<file path="src/rtl/ps2_pkg.sv">
// Shared PS/2 definitions: transmitter state encoding, keyboard command bytes
// and the 11-bit host-to-device frame builder.
package ps2_pkg;

    typedef enum logic [2:0] {
        S_IDLE,
        S_INHIBIT,
        S_SEND,
        S_ACK,
        S_WAITIDLE
    } state_e;

    localparam logic [7:0] CMD_LEDS  = 8'hED;
    localparam logic [7:0] CMD_RESET = 8'hFF;
    localparam logic [7:0] CMD_ECHO  = 8'hEE;
    localparam logic [7:0] ACK_BYTE  = 8'hFA;

    localparam int FRAME_W = 11;

    // {stop, odd parity, data LSB-first, start}; bit 0 goes on the wire first.
    function automatic logic [FRAME_W-1:0] make_frame(input logic [7:0] d);
        return {1'b1, ~^d, d, 1'b0};
    endfunction

endpackage

</file>
<file path="src/rtl/ps2_sync.sv">
// Two-flop synchroniser for the PS/2 clock and data pins, plus a falling-edge
// detector on the synchronised clock that only looks at the line on ce ticks.
module ps2_sync (
    input  logic clock,
    input  logic reset,
    input  logic ce,
    input  logic ck_i,
    input  logic dq_i,
    output logic ck_o,
    output logic dq_o,
    output logic ck_fall_o
);

    logic [1:0] ck_sync_q;
    logic [1:0] dq_sync_q;
    logic       ck_prev_q;

    // NOTE: sequential state uses non-blocking (<=) so every flop samples the
    // pre-edge value of its neighbours; blocking here would collapse the chain.
    always_ff @(posedge clock) begin
        if (reset) begin
            ck_sync_q <= 2'b11;
            dq_sync_q <= 2'b11;
            ck_prev_q <= 1'b1;
        end else begin
            ck_sync_q <= {ck_sync_q[0], ck_i};
            dq_sync_q <= {dq_sync_q[0], dq_i};
            if (ce) begin
                ck_prev_q <= ck_sync_q[1];
            end
        end
    end

    assign ck_o      = ck_sync_q[1];
    assign dq_o      = dq_sync_q[1];
    assign ck_fall_o = ce & ck_prev_q & ~ck_sync_q[1];

endmodule

</file>
<file path="src/rtl/ps2_tx.sv">
// Host-to-device PS/2 transmitter: inhibits the bus, clocks out one command
// byte on device-generated clocks, checks the device ack, and times out.
module ps2_tx
    import ps2_pkg::*;
#(
    parameter int INHIBIT = 852,
    parameter int TIMEOUT = 106500,
    parameter int TW      = 17
) (
    input  logic       clock,
    input  logic       reset,
    input  logic       ce,
    input  logic       ps2CkI,
    input  logic       ps2DqI,
    output logic       ps2CkOe,
    output logic       ps2DqOe,
    input  logic       start,
    input  logic [7:0] data,
    output logic       busy,
    output logic       done,
    output logic       error
);

    // Tick k after acceptance sees tick_q == k-1: clock held for INHIBIT ticks,
    // start bit asserted on the last of them.
    localparam logic [TW-1:0] DQ_TICK  = TW'(INHIBIT - 1);
    localparam logic [TW-1:0] REL_TICK = TW'(INHIBIT);
    localparam logic [TW-1:0] TO_TICK  = TW'(TIMEOUT - 1);

    logic ck_s, dq_s, ck_fall;

    ps2_sync u_sync (
        .clock    (clock),
        .reset    (reset),
        .ce       (ce),
        .ck_i     (ps2CkI),
        .dq_i     (ps2DqI),
        .ck_o     (ck_s),
        .dq_o     (dq_s),
        .ck_fall_o(ck_fall)
    );

    state_e               state_q, state_d;
    logic [TW-1:0]        tick_q, tick_d;
    logic [FRAME_W-1:0]   frame_q, frame_d;
    logic [3:0]           idx_q, idx_d;
    logic                 ck_oe_q, ck_oe_d;
    logic                 dq_oe_q, dq_oe_d;
    logic                 busy_q, busy_d;
    logic                 done_q, done_d;
    logic                 error_q, error_d;

    always_ff @(posedge clock) begin
        if (reset) begin
            state_q <= S_IDLE;
            tick_q  <= '0;
            frame_q <= '0;
            idx_q   <= '0;
            ck_oe_q <= 1'b0;
            dq_oe_q <= 1'b0;
            busy_q  <= 1'b0;
            done_q  <= 1'b0;
            error_q <= 1'b0;
        end else begin
            state_q <= state_d;
            tick_q  <= tick_d;
            frame_q <= frame_d;
            idx_q   <= idx_d;
            ck_oe_q <= ck_oe_d;
            dq_oe_q <= dq_oe_d;
            busy_q  <= busy_d;
            done_q  <= done_d;
            error_q <= error_d;
        end
    end

    always_comb begin
        // NOTE: every _d gets a default before the case so no path leaves a
        // variable unassigned, which would otherwise infer a latch.
        state_d = state_q;
        tick_d  = tick_q;
        frame_d = frame_q;
        idx_d   = idx_q;
        ck_oe_d = ck_oe_q;
        dq_oe_d = dq_oe_q;
        busy_d  = busy_q;
        done_d  = 1'b0;
        error_d = 1'b0;

        if (state_q != S_IDLE && ce) begin
            tick_d = tick_q + TW'(1);
        end

        case (state_q)
            S_IDLE: begin
                if (start) begin
                    state_d = S_INHIBIT;
                    busy_d  = 1'b1;
                    tick_d  = '0;
                    frame_d = make_frame(data);
                end
            end
            S_INHIBIT: begin
                if (ce) begin
                    if (tick_q == '0) begin
                        ck_oe_d = 1'b1;
                    end
                    if (tick_q == DQ_TICK) begin
                        dq_oe_d = ~frame_q[0];
                    end
                    if (tick_q == REL_TICK) begin
                        ck_oe_d = 1'b0;
                        idx_d   = 4'd1;
                        state_d = S_SEND;
                    end
                end
            end
            S_SEND: begin
                if (ck_fall) begin
                    dq_oe_d = ~frame_q[idx_q];
                    idx_d   = idx_q + 4'd1;
                    if (idx_q == 4'd10) begin
                        state_d = S_ACK;
                    end
                end
            end
            S_ACK: begin
                if (ck_fall) begin
                    if (!dq_s) begin
                        state_d = S_WAITIDLE;
                    end else begin
                        error_d = 1'b1;
                        busy_d  = 1'b0;
                        state_d = S_IDLE;
                    end
                end
            end
            S_WAITIDLE: begin
                if (ce && ck_s && dq_s) begin
                    done_d  = 1'b1;
                    busy_d  = 1'b0;
                    state_d = S_IDLE;
                end
            end
            default: state_d = S_IDLE;
        endcase

        // Abort overrides anything decided above on the same tick.
        if (state_q != S_IDLE && ce && tick_q == TO_TICK) begin
            state_d = S_IDLE;
            ck_oe_d = 1'b0;
            dq_oe_d = 1'b0;
            busy_d  = 1'b0;
            done_d  = 1'b0;
            error_d = 1'b1;
        end
    end

    assign ps2CkOe = ck_oe_q;
    assign ps2DqOe = dq_oe_q;
    assign busy    = busy_q;
    assign done    = done_q;
    assign error   = error_q;

endmodule

</file>
<file path="config.mk">
export PLATFORM = sky130hd
export DESIGN_NAME = ps2_tx
export DESIGN_NICKNAME = d
export VERILOG_FILES = /design/src/rtl/ps2_pkg.sv /design/src/rtl/ps2_sync.sv /design/src/rtl/ps2_tx.sv
export SDC_FILE = /design/constraint.sdc
export NUM_CORES = 1
export LEC_CHECK = 0
export ABC_AREA = 1
export CORE_UTILIZATION = 40
export CTS_CLUSTER_SIZE = 24
export DETAILED_ROUTE_END_ITERATION = 7
export GPL_ROUTABILITY_DRIVEN = 1
export PLACE_DENSITY = 0.62
export SLEW_MARGIN = 20
export SYNTH_ARGS = -nofsm -noshare
export SYNTH_HDL_FRONTEND = slang
export SYNTH_SLANG_ARGS = --single-unit
</file>
<file path="constraint.sdc">
create_clock -name clock -period 1.8 [get_ports clock]
set_clock_uncertainty 0.1 [all_clocks]
set_input_delay 0.18 -clock clock [delete_from_list [all_inputs] [get_ports clock]]
set_output_delay 0.18 -clock clock [all_outputs]
set_load 0.01 [all_outputs]
</file>
Word level (Yosys, flattened, before mapping)
Index checks and enable logic that the tools add are counted.
Operators by class
  add/sub/neg operators: 2
  order comparisons: 1
  equal/unequal tests: 17
  muxes and demuxes: 34
  bitwise operators: 5
  reductions and logical operators: 19
Operator list (count)
  $mux W17: 3
  $eq A17 B10 Y1 const B: 2
  $mux W3: 8
  $add A17 B1 Y17 const B: 1
  $eq A17 B17 Y1 const B: 1
  $logic_not A17 Y1: 1
  $ne A2 B2 Y1 const B: 8
  $mux W1: 15
  $pmux W3 S5: 1
  $mux W4: 3
  $pmux W4 S2: 1
  $reduce_and A4 Y1: 2
  $reduce_xnor A8 Y1: 1
  $reduce_and A7 Y1: 1
  $eq A3 B2 Y1 const B: 2
  $reduce_bool A3 Y1: 2
  $lt A4 B5 Y1 const B: 1
  $reduce_and A5 Y1: 1
  $add A4 B1 Y4 const B: 1
  $bmux W1 S4: 1
  $eq A4 B4 Y1 const B: 1
  $logic_and A1 B1 Y1: 4
  $reduce_bool A2 Y1: 2
  $eq A3 B1 Y1 const B: 1
  11 further kinds: 14
Storage, ports and cells
  register bits after elaboration: 44
  input port bits: 14
  output and inout bits: 5
  logic and storage cells: 90

Depth between registers and ports, before layout
  depth in word-level cells: 5
  mapped depth: 11
  gate-level depth less buffers: 10

Hierarchy
A second synthesis with hierarchy kept.
Second synthesis, totals
  cells, all modules: 350
  area total of the unflattened synthesis: 2334.7 sq um
Modules (own cells, without submodules)
  ps2_tx: instances 1, cells an instance 334, area an instance 2182.1 sq um, seq. area each 780.7 sq um
  ps2_sync: instances 1, cells an instance 16, area an instance 152.6 sq um, seq. area each 100.1 sq um

Least setup slack after synthesis
Ideal clock, no wire load.
  kind: flip-flop to flip-flop
  start: reg idx_q[0]
  end: reg state_q[0]
  library setup time: 0.113 ns
  arrival time: 1.383 ns
  required time: 1.587 ns
  path slack: 0.204 ns
  stages on the path, launching flop included: 12
  buffers on the path: 1
  clock period less this slack: 1.596 ns
  cells stage by stage: dfxtp_1 > clkbuf_1 > inv_1 > ha_1 > nand3_1 > nand3_1 > nand2_1 > nor2_4 > nand2_1 > nor2_2 > nor2_1 > nor2_1
On the way
  longest elaborated chain between the ends: 3
RTL lines
  start, declared: line ps2_tx.sv:46  | logic [3:0] idx_q, idx_d;
  start signal, assigned: line ps2_tx.sv:68  | idx_q <= idx_d;
  $eq A4 B4 Y1: line ps2_tx.sv:122  | if (idx_q == 4'd10) begin
  $ne A2 B2 Y1 (no line)
  $reduce_and A7 Y1 (no line)
  end signal, assigned: line ps2_tx.sv:65  | state_q <= state_d;
  end, declared: line ps2_tx.sv:43  | state_e state_q, state_d;
Every way passes these cells.
A chain may end at the register's enable or synchronous reset.

Worst setup path after layout
  start: reg state_q[0]
  end: reg tick_q[6]
On the way
  longest elaborated chain between the ends: 5
  elaborated cells on any way between the ends: 6
  classes of those cells: mux (3); reduce/logical (3)
RTL lines
  $reduce_bool A3 Y1: line ps2_tx.sv:90  | if (state_q != S_IDLE && ce) begin
  $logic_and A1 B1 Y1: line ps2_tx.sv:90
  $mux W17: line ps2_tx.sv:90
  $mux W17: line ps2_tx.sv:96  | if (start) begin
  $mux W17 *: line ps2_tx.sv:94  | case (state_q)
  end signal, assigned: line ps2_tx.sv:66  | tick_q <= tick_d;
  end, declared: line ps2_tx.sv:44  | logic [TW-1:0] tick_q, tick_d;
Mark *: on every way between the ends. The rest lies on a longest branch, timed or not.

==> run metrics <==
ANT nets after route 0; outcome complete, no violations; First DRT Iteration DRCs 115; Syn Area/Cell 6.88 sq um; gpl congestion 0.870; largest area contributor in the netlist dfxtp_1; sequential share of the synthesized area 35.4%; Reg clk slew, reported paths 0.09 ns; Post-Synthesis Cells 362; htree depth 2; Synth Warn # 0; CP Data Required Time 1.92 ns; final hold vios 0; Clk Latency, worst-skew pair 0.30 ns; Mapped Nets 380; initial antenna violation count 0; cts bufs inserted 5; Tot GR Track Use 18.8%; Layout Nets 412; clock power share 18.8%; hold buffers post-CTS 0; max-cap violations 0; maximum VDD drop 568 uV; Slew @ Worst Pin 0.340 ns; Setup Total Neg Slack 0 ns; Die X 80.9 microns; Flop pwr share 38.1%; fin crit period 1.64 ns; Core Box Area 5960 sq um; fin area 2930 sq um; crit share post-route 91.3%; Max Fclk 609 MHz; most frequent cells in the layout nand2_1, nor2_1, dfxtp_1; reg2reg path depth 8; most common cell after layout, fill and taps aside nand2_1; Area Overhead vs Synth 17.5%; ratio of cells with drive above 1 in the final layout 15.4%; critical path launch point type register; P_int 0.00199 W; synth unique cells 35; r2r setup slk 0.16 ns; root buf cell clkbuf_8; Yosys top cell area share 35.4%; Multi-input gate area 1400 sq um; CTS tree done; Cell Area, Placed 2820 sq um; CTS sink count 44; Ant. Diodes 0; worst-path fanout max 6; Die Ht 80.9 microns; Slew Viols, Final 0; Comb pwr share 43.2%; Die ar. 6550 sq um; top cells by area, synth dfxtp_1, nand2_1, nor2_1, nand3_1, a21oi_1; hold depth 1; IO Count 19; average via count per standard cell 4.96; Crit path arrival time 1.77 ns; WHS Endpoint u_sync.ck_sync_q[1]; CP endpoint kind register; hpwl dp 4.24 mm; NetSw 0.00139 W; Rows 28; Sw Ratio 41.1%; initial core utilization 41.8%; DR WL/cell 11.8 microns; Register Area 881 sq um; worst reg2reg endpoint tick_q[6]; largest net degree at the start of global routing 15; number of global-route vias before repair 2152; Worst Hold Launch u_sync.ck_sync_q[0]; port bufs 18; reg-to-reg startpoint state_q[0]; Power Density 1150 nW/um^2; total gr overflow 0; final setup violating endpoints 0; filler cell count 602; DRC 0; Crit Path Category register to register; Vias 2331; netlist area before placement 2490 sq um; Hold Crit Class register to register; Seq cells post-synth 44; Clock Path Buffers 2; Pwr Total 0.00338 W; First-pass DRT Iterations 4; Relative slew margins 77.3%; Leak 1.20 nW; routed wire length 5.53 mm; first-pass GRT wire length 9.51 mm
[critical path, cell delays in order (launching register included)]
cell and delay [ns]:
dfxtp_1 0.53, nor2_4 0.10, nand2_4 0.13, nor2_4 0.06, inv_2 0.11, nand2_1 0.16
inv_2 0.16, o21ai_0 0.10, a21oi_1 0.11
[routing by layer]
layer | vias to the layer above | GRT usage (%) | share of wire (%)
met2 | 60 | 30.5 | 45
met4 | 0 | 5.89 | 0.76
met3 | 4 | 4.72 | 4.9
met1 | 1037 | 24.4 | 49
li1 | 1230 | - | -
met5 | - | 0 | 0
[flip-flops by register name, indices dropped and copies added, names as in the netlist]
signal            flops
error                 1
tick_q               17
ps2DqOe               1
busy                  1
state_q               3
done                  1
ps2CkOe               1
u_sync.ck_prev_q      1
u_sync.dq_sync_q      2
frame_q              10
idx_q                 4
u_sync.ck_sync_q      2
[per-stage QoR]
stage	utilization (%)	setup WS [ns]	instances	hold WS [ns]
floorplan	-	0.204	362	0.184
global placement	47.4	0.0469	460	0.291
detailed placement	47.4	0.00288	460	0.297
CTS	48.8	0.0963	468	0.319
global route	49.2	-0.00120	470	0.330
finish	49.2	0.157	470	0.315
[cells by family after synthesis]
family,Yosys count,synth area share (%)
AND/OR/NAND/NOR,199,39.1
buffers and inverters,52,8.54
AO/OA/AOI/OAI,51,10.7
flip-flops,44,35.4
XOR/XNOR,12,4.22
adder cells (fa/ha/maj),4,2.01
[power by group through the flow]
| stage | Sequential (W) | Combinational (W) | Clock (W) |
|---|---|---|---|
| after CTS | 0.00128 | 0.00143 | 0.000658 |
| after floorplan | 0.00128 | 0.00105 | 0 |
| final | 0.00128 | 0.00146 | 0.000633 |
| after global placement | 0.00130 | 0.00142 | 0 |
| after global routing | 0.00131 | 0.00166 | 0.000703 |
| after detailed placement | 0.00130 | 0.00143 | 0 |
[Yosys cell counts]
cell type,n
o21ai_0,16
nand3b_4,1
nor3_2,2
o21a_1,1
nand2_1,73
or2_0,1
dfxtp_1,44
a21oi_1,29
nand3_2,1
xnor2_1,8
o21ai_2,1
nor2_2,4
inv_2,7
nand2_2,4
and3_1,1
nand2_4,2
inv_1,36
nand3_1,30
xor2_1,4
o211ai_1,1
and2_1,1
nor2_4,7
nor2_1,47
buf_2,4
buf_4,2
inv_6,1
a31oi_1,1
o21bai_1,1
or2_2,6
nand4_2,1
o21ai_1,1
nor3_1,7
nand4_1,11
ha_1,4
clkbuf_1,2
[how the worst max path moves through the flow]
stage	start	endpoint	slack, ns	cells after the start
after floorplan	idx_q[0]	state_q[0]	0.20	11
after global placement	ce	idx_q[3]	0.05	9
after global routing	tick_q[0]	state_q[2]	-0.001	10
final	state_q[0]	tick_q[6]	0.16	8
after CTS	tick_q[0]	state_q[0]	0.1	10
after detailed placement	ce	idx_q[1]	0.003	11
[cell type report]
cell class,instances,area share (%)
Multi-Input combinational cell,266,47.9
Sequential cell,44,30.1
Timing Repair Buffer,33,10.0
Inverter,44,5.81
Tap cell,75,3.21
Clock buffer,5,2.35
Clock inverter,3,0.641
[repair_timing]
action / 4_1_cts / 5_1_grt
setup endpoints to repair: 0 / 5
buffers inserted: 0 / 2
resized for setup: 0 / 2
(Power assumes the default switching activity.)
